[config.mk]
export PLATFORM = sky130hd
export DESIGN_NAME = fetch_sequencer
export DESIGN_NICKNAME = d
export VERILOG_FILES = /design/src/rtl/fetch_sequencer_pkg.sv /design/src/rtl/fetch_sequencer_program_counter.sv /design/src/rtl/fetch_sequencer.sv
export SDC_FILE = /design/constraint.sdc
export NUM_CORES = 1
export LEC_CHECK = 0
export CAP_MARGIN = 0
export CORE_UTILIZATION = 42
export CTS_CLUSTER_DIAMETER = 80
export DETAILED_ROUTE_END_ITERATION = 8
export PLACE_DENSITY = 0.79
export SETUP_SLACK_MARGIN = 0.15
export SLEW_MARGIN = 20
export SYNTH_ARGS = -nofsm -noshare
export SYNTH_HDL_FRONTEND = slang
export SYNTH_SLANG_ARGS = --single-unit
[constraint.sdc]
create_clock -name clk -period 2 [get_ports clk]
set_input_delay 0.5 -clock clk [delete_from_list [all_inputs] [get_ports clk]]
set_output_delay 0.5 -clock clk [all_outputs]
set_load 0.01 [all_outputs]
[src/rtl/fetch_sequencer_pkg.sv]
// Shared definitions for the fetch sequencer: phase encoding, widths and a
// helper that sizes the execute-phase cycle counter.
package fetch_sequencer_pkg;

  // Default program counter / memory address width
  localparam int ADDR_W_DEFAULT = 8;

  // Width of an opcode byte held in the instruction register
  localparam int OPCODE_W = 8;

  // Instruction phase encoding
  typedef enum logic [1:0] {
    ST_IDLE   = 2'd0,
    ST_FETCH  = 2'd1,
    ST_DECODE = 2'd2,
    ST_EXEC   = 2'd3
  } state_e;

  // Counter width able to hold 0 .. cycles-1; never narrower than one bit
  function automatic int exec_cnt_width(input int cycles);
    if (cycles <= 2) begin
      return 1;
    end
    return $clog2(cycles);
  endfunction

endpackage

[src/rtl/fetch_sequencer_program_counter.sv]
// Program counter register: load (jump redirection) wins over increment,
// increment wraps modulo 2^ADDR_W, asynchronous reset to PC_RESET.
module program_counter
  import fetch_sequencer_pkg::*;
#(
  parameter int                ADDR_W   = ADDR_W_DEFAULT,
  parameter logic [ADDR_W-1:0] PC_RESET = '0
) (
  input  logic              clk,
  input  logic              rst_n,
  input  logic              inc,
  input  logic              load,
  input  logic [ADDR_W-1:0] load_value,
  output logic [ADDR_W-1:0] pc
);

  logic [ADDR_W-1:0] pc_q;
  logic [ADDR_W-1:0] pc_d;

  // Next pc: a taken jump overrides any increment in the same cycle
  always_comb begin
    pc_d = pc_q;
    if (load) begin
      pc_d = load_value;
    end else if (inc) begin
      pc_d = pc_q + 1'b1;
    end
  end

  // pc register with asynchronous reset to the configured start address
  always_ff @(posedge clk or negedge rst_n) begin
    if (!rst_n) begin
      pc_q <= PC_RESET;
    end else begin
      pc_q <= pc_d;
    end
  end

  assign pc = pc_q;

endmodule

[src/rtl/fetch_sequencer.sv]
// Fetch sequencer: walks each instruction through FETCH -> DECODE -> EXECUTE,
// captures the opcode into ir and owns the program counter. Every output is
// either a register or the pc register itself, so no input reaches an output
// combinationally.
module fetch_sequencer
  import fetch_sequencer_pkg::*;
#(
  parameter int                ADDR_W      = ADDR_W_DEFAULT,
  parameter logic [ADDR_W-1:0] PC_RESET    = '0,
  parameter int                EXEC_CYCLES = 1
) (
  input  logic                clk,
  input  logic                rst_n,
  input  logic                run,
  input  logic                halt_req,
  input  logic [OPCODE_W-1:0] mem_rdata,
  input  logic                mem_ready,
  input  logic                jump_taken,
  input  logic [ADDR_W-1:0]   jump_target,
  output logic                mem_req,
  output logic [ADDR_W-1:0]   mem_addr,
  output logic [OPCODE_W-1:0] ir,
  output logic                decode,
  output logic                execute,
  output logic [ADDR_W-1:0]   pc,
  output logic                busy
);

  localparam int CNT_W = exec_cnt_width(EXEC_CYCLES);
  localparam logic [CNT_W-1:0] CNT_LAST = CNT_W'(EXEC_CYCLES - 1);

  state_e              state_q;
  logic [CNT_W-1:0]    cnt_q;
  logic [OPCODE_W-1:0] ir_q;
  logic                mem_req_q;
  logic                decode_q;
  logic                execute_q;
  logic                busy_q;

  logic                fetch_done;
  logic                exec_last;
  logic                stop_req;
  logic                pc_inc;
  logic                pc_load;
  logic [ADDR_W-1:0]   pc_value;

  // Phase qualifiers shared by the FSM and the program counter
  always_comb begin
    fetch_done = (state_q == ST_FETCH) && mem_ready;
    exec_last  = (state_q == ST_EXEC) && (cnt_q == CNT_LAST);
    stop_req   = halt_req || !run;
    pc_inc     = fetch_done;
    pc_load    = exec_last && jump_taken;
  end

  program_counter #(
    .ADDR_W   (ADDR_W),
    .PC_RESET (PC_RESET)
  ) u_pc (
    .clk        (clk),
    .rst_n      (rst_n),
    .inc        (pc_inc),
    .load       (pc_load),
    .load_value (jump_target),
    .pc         (pc_value)
  );

  // Phase FSM with registered strobes, execute-cycle counter and ir capture
  always_ff @(posedge clk or negedge rst_n) begin
    if (!rst_n) begin
      state_q   <= ST_IDLE;
      cnt_q     <= '0;
      ir_q      <= '0;
      mem_req_q <= 1'b0;
      decode_q  <= 1'b0;
      execute_q <= 1'b0;
      busy_q    <= 1'b0;
    end else begin
      case (state_q)
        ST_IDLE: begin
          if (run) begin
            state_q   <= ST_FETCH;
            mem_req_q <= 1'b1;
            busy_q    <= 1'b1;
          end
        end
        ST_FETCH: begin
          // No timeout: memory may stall the fetch indefinitely
          if (mem_ready) begin
            state_q   <= ST_DECODE;
            ir_q      <= mem_rdata;
            mem_req_q <= 1'b0;
            decode_q  <= 1'b1;
          end
        end
        ST_DECODE: begin
          state_q   <= ST_EXEC;
          cnt_q     <= '0;
          decode_q  <= 1'b0;
          execute_q <= 1'b1;
        end
        ST_EXEC: begin
          if (exec_last) begin
            execute_q <= 1'b0;
            if (stop_req) begin
              state_q <= ST_IDLE;
              busy_q  <= 1'b0;
            end else begin
              state_q   <= ST_FETCH;
              mem_req_q <= 1'b1;
            end
          end else begin
            cnt_q <= cnt_q + 1'b1;
          end
        end
        default: begin
          state_q   <= ST_IDLE;
          mem_req_q <= 1'b0;
          decode_q  <= 1'b0;
          execute_q <= 1'b0;
          busy_q    <= 1'b0;
        end
      endcase
    end
  end

  assign mem_req  = mem_req_q;
  assign mem_addr = pc_value;
  assign pc       = pc_value;
  assign ir       = ir_q;
  assign decode   = decode_q;
  assign execute  = execute_q;
  assign busy     = busy_q;

endmodule

Word level (Yosys, flattened, before mapping) --
Cells that the tools add are included. Widths: inputs -> output; s select.
Word-level totals: bits in registers 23, output and inout bits 28
Operators by class: add/subtract/negate cells 2, equal/unequal tests 9, muxes and demuxes 21, bitwise logic cells 1, reductions and logical operators 18
Operators by type and width (number):
- $mux 8 | 2
- $ne 2x2->1 const B | 6
- $mux 1 | 10
- $add 8x1->8 const B | 1
- $pmux 1 s2 | 4
- $pmux 2 s4 | 1
- $reduce_and 2->1 | 4
- $reduce_bool 2->1 | 4
- $mux 2 | 3
- $reduce_and 5->1 | 1
- $eq 2x2->1 const B | 2
- $reduce_and 4->1 | 1
- $logic_and 1x1->1 | 3
- $pmux 1 s3 | 1
- $reduce_and 3->1 | 1
- $reduce_bool 3->1 | 1
- $eq 2x1->1 const B | 1
- $logic_not 2->1 | 1
- $add 1x1->1 const B | 1
- $logic_not 1->1 | 1
- $logic_or 1x1->1 | 1
- $not 1->1 | 1

Depth between registers and ports, before layout --
depth after elaboration 5, mapped depth 6

Cells and area by module --
From an unflattened synthesis, not the netlist that was laid out.
Second synthesis, totals: cells, all modules 120, area, all modules 1251.2 µm²
By module, submodules not included:
- fetch_sequencer | instances 1, cells each 71, area an instance 800.8 µm²
- program_counter | instances 1, cells each 49, area an instance 450.4 µm²

Worst setup path after synthesis --
No wires, ideal clock.
path type register to register, start register state_q[1], end register u_pc.pc_q[7] (netlist: u_pc.pc[7]), library setup time 0.077 ns, arrival time 1.570 ns, path slack 0.353 ns, stages on the path, launching flop included 7, buffers on the path 0, clock period less this slack 1.647 ns, cell sequence dfrtp_1 > inv_1 > ha_1 > and4_1 > or3b_1 > xor2_1 > a21oi_1
On the way: word-level cells in the longest chain between the ends 4, elaborated cells between the ends (all ways) 7, those cells by class eq/ne (2); mux (1); reduce/logical (4)
RTL lines:
- from (decl) | RTL line fetch_sequencer.sv:32 | state_e state_q;
- from (signal assigned) | RTL line fetch_sequencer.sv:71 | state_q <= ST_IDLE;
- from (signal assigned) | RTL line fetch_sequencer.sv:82 | state_q <= ST_FETCH;
- from (signal assigned) | RTL line fetch_sequencer.sv:90 | state_q <= ST_DECODE;
- $eq 2x2->1 | RTL line fetch_sequencer.sv:50 | exec_last = (state_q == ST_EXEC) && (cnt_q == CNT_LAST);
- $logic_and 1x1->1 | RTL line fetch_sequencer.sv:50
- $logic_and 1x1->1 | RTL line fetch_sequencer.sv:53 | pc_load = exec_last && jump_taken;
- $mux 8 or $reduce_bool 2->1 (tied branches)
- to (signal assigned) | RTL line fetch_sequencer_program_counter.sv:35 | pc_q <= pc_d;
- to (decl) | RTL line fetch_sequencer_program_counter.sv:17 | logic [ADDR_W-1:0] pc_q;
Several ways; a longest one is shown, not always the timed one. A chain may end at the register's enable or synchronous reset.

Final worst setup path --
start register u_pc.pc_q[3] (netlist: u_pc.pc[3]), end output port mem_addr[3]
RTL lines:
- to (decl) | RTL line fetch_sequencer.sv:21 | output logic [ADDR_W-1:0] mem_addr,
No word-level cell between the ends.

==> results.ini <==
[global_routing]
grt_max_degree=24
grt_pass1_vias=975
antenna_found_initial=0
grtUsageTotal_pct=17.28
grt_overflow=0
grt_pass1_wl_um=4278

[route]
avgViaCountPerCell=5.031
initialDrtViolationCount=16
vias=986
drt_pass1_iterations=4
wire_per_inst_um=12.49
drc=0
routed_wl_um=2449
ant_nets=0

[final_layout]
num-fill-cells=198
syn_to_final_growth_pct=48.53
antenna_cells=0
post-route-util_pct=68.76
layout-drive-gt1-share_pct=16.27
fin_nets=196

[critical_path]
crit_path_max_incr_delay_ps=550
critPathArrivalTime_ps=1290
startpoint_type=flip-flop
r2r_start=state_q[1]$_DFFE_PN0P_
crit_required_ps=1500
crit_start=u_pc.pc[3]$_DFFE_PN0P_
cp-end-kind=output port
r2r_end=u_pc.pc[7]$_DFFE_PN0P_
worstPathMaxFanout=6
crit_type=reg2out
crit_cells=1
path_delay_family=buffers and inverters
slowest_stage=clkdlybuf4s50_1
path_cells=clkdlybuf4s50_1
r2r_cells=6
endpoint=mem_addr[3]
path_buf_inv=1
r2r_slack_ps=230

[clocking]
clk_pin_slew_ps=120
cts_tree=built
clock-sinks=23
postCtsHoldBufs=0
cts_root_buffer=clkbuf_4
cts_made_buffers=3
cts.htree.levels=1
clockBufferDepth=2
worstSkewPairLatency_ps=310

[pwr]
p_comb_share_pct=58.5
leakagePower_nw=0.7671
seqPwrFrac_pct=33.5
power.switching_mw=0.9652
p_clk_share_pct=8.0
p_sw_share_pct=36.15
p_int_mw=1.705
power.density_nw_per_um2=1512
irDropWorstVdd_mv=0.9127

[floorplan]
die_x_um=55.20
start_util_pct=46.30
ioPinCount=50
design.core.area_um2=2567
std_cell_rows=18
die_y_um=55.20
die-area_um2=3047

[flow_run]
max-cap-violations=0

[logic_synthesis]
synth_area_per_cell_um2=10.61
synth_nets=141
netlist_area_um2=1189
yosys_warnings=0
seq_area_frac_synth_pct=48.42
synth_cells=112
synthDistinctLibCells=25
ys_seq_elements=23

[sta]
timing.setup.tns_ps=0
finalHoldViolations=0
fin_skew_ps=2.818
finalSetupViolations=0
setup_slack_ps=206.4
worstMarginPinSlew_ps=412.0
period_share_pct=89.68
period_needed_ps=1794
rsz0062_at_grt=yes
drv_slew=0
slew_headroom_pct=72.47
max_freq_ghz=0.5575

[placement]
io_buffers=49
dp_hpwl_um=1899
gp_congestion=0.7552
place_ws_ps=25.79

[run_status]
outcome=finished, final reports clean

[worst_hold_path]
worstHoldStart=execute$_DFFE_PN0P_
hold_class=reg2reg

## area by class of cell
cell class / count / area [um^2] / area share (%)
flip-flops and latches: 23 / 578.1 / 32.74
repair buffers: 59 / 570.5 / 32.32
multi-input cells: 76 / 536.8 / 30.40
well taps: 30 / 37.54 / 2.126
clock buffers: 3 / 22.52 / 1.276
inverters: 4 / 15.01 / 0.8505
clock inverters: 1 / 5.005 / 0.2835
## cell usage after synthesis
master     n  area (um^2)
nand3b_1   2        15.01
or3b_1     1        8.760
buf_4      8        60.06
dfrtp_1   23        575.6
mux2i_1    1        10.01
clkbuf_1   1        3.750
and4_1     1        8.760
nand3_1    2        10.01
o21ai_0    6        30.03
inv_1      4        15.01
o22ai_1    1        6.260
nand2_1    7        26.28
o31ai_1    1        7.510
xnor2_1    2        17.52
mux2_2    10        112.6
ha_1       7        87.58
nor2_1    12        45.04
a21o_1     1        7.510
or3_1      1        6.260
a21oi_1    9        45.04
o211ai_1   1        7.510
nor3b_1    1        7.510
nand4_1    2        12.51
xor2_1     5        43.79
nand2b_1   3        18.77
## registers in the layout (all words and copies together), names as in the netlist
register,flops
mem_req,1
busy,1
state_q,2
u_pc.pc,8
cnt_q,1
ir,8
decode,1
execute,1
## placed cells by master, fill, tap and decap left out, types with 5 or more instances in the layout
cell             instances
clkdlybuf4s50_1         47
dfrtp_1                 21
nor2_1                  12
mux2_2                  10
buf_4                   10
a21oi_1                  9
nand2_1                  7
o21ai_0                  6
ha_1                     6
xor2_1                   5
## per-stage QoR
step                power (mW)  hold WS [ps]  area [um^2]  cells
CTS                      2.614         510.5         1713    190
global route             2.886         532.2         1765    196
finish                   2.670         504.9         1765    196
floorplan                1.712         204.4         1189    112
detailed placement       2.380         481.8         1675    185
global placement         2.318         467.2         1675    185
## how the worst min path moves through the flow
stage	slack, ps	end	cells past startpoint
after CTS	510	execute$_DFFE_PN0P_	2
after global placement	470	execute$_DFFE_PN0P_	2
final	500	execute$_DFFE_PN0P_	2
after global routing	530	ir[0]$_DFFE_PN0P_	1
after floorplan	200	busy$_DFFE_PN0P_	0
after detailed placement	480	execute$_DFFE_PN0P_	2
## worst reg2reg max path, stage by stage, from the launching register on
cell and delay, ps:
dfrtp_1 460, inv_1 140, ha_2 250, and4_1 210, or3b_1 360, xor2_1 150, a21oi_1 140
## power groups by stage
stage | Clock, mW | Combinational [mW] | Sequential, mW
CTS | 0.222 | 1.48 | 0.910
global placement | 0 | 1.41 | 0.906
global route | 0.243 | 1.71 | 0.933
detailed placement | 0 | 1.46 | 0.925
finish | 0.213 | 1.56 | 0.894
floorplan | 0 | 0.725 | 0.987
## routing by layer
metal | part of all wire, % | up-vias | wire (um) | track usage [%]
met5 | 0 | - | 0 | 0
met4 | 0 | 0 | 0 | 5.357
met3 | 5.0 | 0 | 122 | 3.747
met2 | 51 | 28 | 1247 | 29.95
met1 | 44 | 475 | 1079 | 21.43
li1 | - | 483 | - | -
## kinds of logic (layout without fill, tap and decap cells)
group | Yosys count | after routing | share of synthesized area [%]
simple gates | 32 | 32 | 13.37
fa+ha+maj | 7 | 7 | 7.368
xor+xnor | 7 | 7 | 5.158
mux | 11 | 11 | 10.32
flops | 23 | 23 | 48.42
buf+inv | 13 | 67 | 6.631
compound gates | 19 | 19 | 8.738
## repair_timing
item | in CTS | in global routing
setup endpoints to repair | 4 | 10
setup buffers | 1 | 6
gates cloned | 0 | 0
gates resized for setup | 2 | 3
(Power assumes the default switching activity.)
==> variant 1 (config.mk and constraints unchanged) <==
Register the input `jump_target` before use. The logic sees it one clock later. The other inputs are not delayed to match.
--- a/src/rtl/fetch_sequencer.sv
+++ b/src/rtl/fetch_sequencer.sv
@@ -28,6 +28,12 @@
 
   localparam int CNT_W = exec_cnt_width(EXEC_CYCLES);
   localparam logic [CNT_W-1:0] CNT_LAST = CNT_W'(EXEC_CYCLES - 1);
+
+  logic [ADDR_W-1:0] jump_target_q;
+
+  always_ff @(posedge clk) begin
+    jump_target_q <= jump_target;
+  end
 
   state_e              state_q;
   logic [CNT_W-1:0]    cnt_q;
@@ -61,7 +67,7 @@
     .rst_n      (rst_n),
     .inc        (pc_inc),
     .load       (pc_load),
-    .load_value (jump_target),
+    .load_value (jump_target_q),
     .pc         (pc_value)
   );
 
Function: changed (a bounded check fails within 10 cycles, from zero or initial values and one cycle with rst_n low).
==> variant 1 against the unedited design <==
Setup slack worse by 0.0032 ns. Final cell count is 13% higher. Count of clock-buffer cells in the layout is 3 higher. Sequential power is 20% higher. First-iteration DRC count is 94% higher. Final area is 12% higher. Total power is 15% higher. Sequential cell count is 8 higher. Non-clock buffer count stayed put. Synthesized cell count is 8.0% higher. Routed wire length is 19% higher. Synthesized area is 16% higher.
==> variant 1: results (changes against the unedited design) <==
[outcome]
status=completed

[logic_synthesis]
postSynth.asyncResetShare_pct=74.2  ; -26 points
synth_area_leaders=dfrtp_1 42%, dfxtp_1 12%, mux2_2 8.2%
ys_top_cells_by_count=23 x dfrtp_1, 13 x nor2_1, 10 x mux2_2
mappedNetlistNets=150  ; +6.4%
synth_sequential_area_ratio_pct=53.4  ; +5.0 points
synth.lib_cells_used.distinct=28  ; +12%
synth.avg_cell_area_um2=11.4  ; +7.3%

[critical_path]
crit_path_max_fanout=5  ; -1
worst_setup_path_startpoint=u_pc.pc[2]$_DFFE_PN0P_
r2r-start=state_q[1]$_DFFE_PN0P_
cp-endpoint=pc[2]
timing.reg2reg.setup_slack_ns=0.29  ; +0.06 ns
timing.critical_path.slowest_stage_cell=clkdlybuf4s50_1
worstRegToRegCells=5  ; -1
reg2reg_to=state_q[1]$_DFFE_PN0P_

[drt]
detailedRoute.firstIterationViolations=31  ; +15
vias=1070  ; +8.5%
detail_route.wl_per_cell_um=13.1  ; +5.2%
routed_wirelength_um=2920  ; +19%

[clock_tree]
clkTransAtPathRegs_ns=0.09  ; -0.03 ns
cts_buffers=5  ; +2
worstSkewPairLatency_ns=0.33  ; +0.02 ns
clock_tree.htree_level_count=2  ; +1

[power]
pwr.group.combinational_w=0.00165  ; +6%
seqPwrFrac_pct=35.0  ; +1.5 points
total_power_w=0.00307  ; +15%
p_sw_share_pct=35.7  ; -0.48 points
irDropWorstVdd_uv=657  ; -28%
p_leak_nw=0.824  ; +7.4%

[global_routing]
global_route_wire_length_before_repair_um=4670  ; +9.2%
largest_net_degree_at_the_start_of_global_routing=24  ; unchanged
grt_overall_usage_pct=18.6  ; +1.3 points
antenna_found_initial=0  ; unchanged

[sta]
hold-worst-slack_ns=0.467  ; -0.0381 ns
timing.final.crit_period_ns=1.80  ; +0.00317 ns
fin_skew_ns=0.00537  ; +0.00255 ns
timing.max_slew.rel_slack_pct=80.4  ; +7.9 points

[placement]
post_place_setup_slack_ns=0.148  ; +0.122 ns
port_buffers=49  ; unchanged
dp.cells=206  ; +11%
placed_area_mm2=0.00186  ; +11%
globalplace.congestion=0.820  ; +8.5%
place_hpwl_um=2130  ; +12%

[hold_path]
hold-path-endpoint=u_pc.pc[4]$_DFFE_PN0P_
hold_sp=jump_target_q[4]$_DFF_P_

[final_layout]
drive_gt1_share_pct=19.7  ; +3.4 points

variant 1: cell count changes in the layout (fill, tap and decap cells not counted), sizes merged, moves of 2 or more:
| cell | before | now |
|---|---|---|
| clkbuf | 3 | 6 |
| dfxtp | 0 | 8 |
| nand2 | 7 | 5 |
| nand4 | 2 | 4 |
| xnor2 | 2 | 4 |
| xor2 | 5 | 3 |
variant 1: what timing repair did:
| action | in CTS | in global routing |
|---|---|---|
| cloned | 0 | 0 |
| buffers inserted | 1 | 7 |
| gates resized for setup | 3 | 2 |
| endpoints found under the setup margin | 7 | 14 |
variant 1: kinds of logic (layout without fill, tap and decap cells):
kind of cell / after synthesis / count (layout) / synth area share [%]
multiplexers: 11 / 11 / 8.90
XOR/XNOR: 7 / 7 / 4.45
AO/OA/AOI/OAI: 18 / 18 / 7.18
adder cells (fa/ha/maj): 7 / 7 / 6.36
buffers and inverters: 13 / 70 / 6.54
flip-flops: 31 / 31 / 53.4
AND/OR/NAND/NOR: 34 / 34 / 13.2
variant 1: area by class of cell:
class / instances / area (um2)
clock buffers: 6 / 41.3
clock inverters: 2 / 12.5
fillers: 265 / 1100
inverters: 3 / 11.3
multi-input cells: 77 / 552
flip-flops and latches: 31 / 741
well taps: 44 / 55.1
repair buffers: 59 / 568
variant 1: routing by layer:
metal / part of all wire [%] / vias to the layer above / wire, um / global-route usage, %
met5: 0 / - / 0 / 0
met4: 0.89 / 0 / 26 / 7.14
met3: 6.1 / 6 / 178 / 7.86
met2: 54 / 38 / 1560 / 32.4
met1: 39 / 505 / 1150 / 19.9
li1: - / 521 / - / -
variant 1: worst register-to-register path: stages, from the launching register on:
cell     delay, ns
dfrtp_1       0.46
inv_1         0.13
ha_1          0.24
or2b_2        0.33
nand3_2       0.11
mux2_2        0.34
==> variant 2 (same flow settings) <==
Made on the original files. `ADDR_W_DEFAULT`: 8 -> 9.
--- a/src/rtl/fetch_sequencer_pkg.sv
+++ b/src/rtl/fetch_sequencer_pkg.sv
@@ -3,7 +3,7 @@
 package fetch_sequencer_pkg;
 
   // Default program counter / memory address width
-  localparam int ADDR_W_DEFAULT = 8;
+  localparam int ADDR_W_DEFAULT = 9;
 
   // Width of an opcode byte held in the instruction register
   localparam int OPCODE_W = 8;
Interface: changed (resized jump_target, mem_addr and pc); port bits go from 50 to 53. No check against the original RTL was run, so the function may have changed too.
==> variant 2 against the unedited design <==
Total power increased by 8.0%. Final area rose by 6.6%. Largest cell class unchanged. Routed wire length rose by 15%. Sequential cell count rose by 1. Synthesized area grew 6.3%. The flow now finishes with violations (design-rule violations). Sequential share of layout area decreased by 0.50 points. Die area grew 6.1%. Setup slack improved by 0.0088 ns. Sequential power up 5.0%.
==> variant 2: results (changes against the unedited design) <==
[global_routing]
first_global_vias=1035  ; +6.2%
gr-usage-met3_pct=4.84  ; +1.1 points
grt_overall_usage_pct=17.7  ; +0.45 points
top_usage_layer=met2
global_route_wire_length_before_repair_um=4550  ; +6.3%
gr-usage-met2_pct=32.3  ; +2.4 points
gr-usage-met1_pct=21.0  ; -0.45 points
antenna_found_initial=0  ; unchanged
largest_net_degree_at_the_start_of_global_routing=25  ; +4.2%

[hold_path]
min_path_type=reg2reg
hold-path-endpoint=execute$_DFFE_PN0P_
worst_hold_path.num_cells=2  ; unchanged
hold_sp=execute$_DFFE_PN0P_

[clock_tree]
worstSkewPairLatency_ns=0.30
clkTransAtPathRegs_ns=0.13
clock_tree.htree_level_count=1  ; unchanged
cts-root-buf=clkbuf_4
cts_max_path_buffers=2  ; unchanged
cts_buffers=3  ; unchanged

[drt]
detailedRoute.firstPassIterationCount=6  ; +2
drc=8  ; +8
detailedRoute.firstIterationViolations=21  ; +5
drt-vias-per-instance=5.13  ; +2.0%
detail_route.wl_per_cell_um=13.7  ; +9.6%

[critical_path]
reg2reg_to=mem_req$_DFFE_PN0P_
crit_family=buffers and inverters
cp_slowest_stage_delay_ns=0.56
worst_setup_path_startpoint=u_pc.pc[1]$_DFFE_PN0P_
worstRegToRegCells=6  ; unchanged
crit_path_max_fanout=4  ; -2
r2r-start=state_q[0]$_DFFE_PN0P_
timing.critical_path.slowest_stage_cell=clkdlybuf4s50_1
timing.reg2reg.setup_slack_ns=0.23  ; about the same
worst-endpoint-arrival_ns=1.28

[final_layout]
finalInstanceArea_mm2=0.00188  ; +6.6%
largest_register_ff_count=9
n_fill_cell=238  ; +20%
drive_gt1_share_pct=19.0  ; +2.7 points
diodes=0  ; unchanged
nets=205  ; +4.6%

[outcome]
status=finished, violations left
violated_checks=design-rule violations

[placement]
post_place_setup_slack_ns=0.00496  ; -0.0208 ns
port_buffers=52  ; +6.1%
globalplace.congestion=0.761  ; +0.70%
placed_area_mm2=0.00179  ; +6.8%
place_hpwl_um=2140  ; +12%

[logic_synthesis]
synth_sequential_area_ratio_pct=47.5  ; -0.90 points
synth.lib_cells_used.distinct=25  ; unchanged
postSynth.asyncResetShare_pct=100  ; unchanged
synth_top_area_share_pct=47.5  ; -0.90 points
mappedNetlistNets=147  ; +4.3%
ys_top_cells_by_count=24 x dfrtp_1, 14 x nor2_1, 10 x a21oi_1, 10 x mux2_2, 9 x buf_4
synth_area_leaders=dfrtp_1 48%, mux2_2 8.9%, ha_1 6.9%

[sta]
fin_skew_ns=0.00418  ; +0.00136 ns
hold_viol=0  ; unchanged
hold-worst-slack_ns=0.512  ; +0.00679 ns
max_slew.worst_pin.slew_ns=0.426  ; +0.0137 ns

[power]
p_leak_nw=0.795  ; +3.6%
irDropWorstVdd_uv=865  ; -5.2%

variant 2: cell types whose count changed after synthesis, moves of 2 or more:
cell / unedited run / this run
xor2_1: 5 / 7
o41ai_1: 0 / 2
nor2_1: 12 / 14
nor2b_1: 0 / 2
o21ai_0: 6 / 2
and4_1: 1 / 3
variant 2: cells by family (layout without fill, tap and decap cells):
group / count (synthesis) / after routing / share of synthesized area [%]
simple gates: 34 / 34 / 13.7
flops: 24 / 24 / 47.5
mux: 12 / 12 / 10.5
compound gates: 18 / 18 / 9.01
xor+xnor: 8 / 8 / 5.54
fa+ha+maj: 7 / 7 / 6.93
buf+inv: 14 / 71 / 6.83
variant 2: layout make-up:
| type | count | area share, % |
|---|---|---|
| repair buffers | 63 | 32.0 |
| well taps | 31 | 2.06 |
| flip-flops and latches | 24 | 32.2 |
| clock buffers | 4 | 1.93 |
| inverters | 4 | 0.798 |
| multi-input cells | 79 | 30.9 |
variant 2: worst max path at each step:
stage                                to  slack (ns)  depth (start not counted)
finish                      mem_addr[1]        0.22                          1
floorplan           mem_req$_DFFE_PN0P_        0.26                          6
detailed placement  mem_req$_DFFE_PN0P_       0.005                          5
global route        mem_req$_DFFE_PN0P_        0.10                          6
CTS                 mem_req$_DFFE_PN0P_        0.16                          6
global placement    mem_req$_DFFE_PN0P_        0.07                          5
variant 2: repair_timing:
item,in CTS,in global routing
setup endpoints to repair,3,23
buffers inserted,0,6
hold buffers,0,0
pin swaps,0,1
resized for setup,2,4
variant 2: layer usage:
metal  routed length (um)  up-vias
met2                 1490       39
met5                    0        -
li1                     -      509
met4                    0        0
met1                 1100      504
met3                  214        0
variant 2: stage by stage:
step | power, W | cells
finish | 0.00288 | 205
global route | 0.00310 | 205
CTS | 0.00280 | 199
detailed placement | 0.00254 | 195
global placement | 0.00247 | 195
floorplan | 0.00182 | 117
variant 2: report_power, final:
part           total, W  switching, W  internal (W)
Clock          0.000248      0.000137      0.000111
Sequential     0.000939      0.000201      0.000737
Combinational   0.00170      0.000696       0.00100
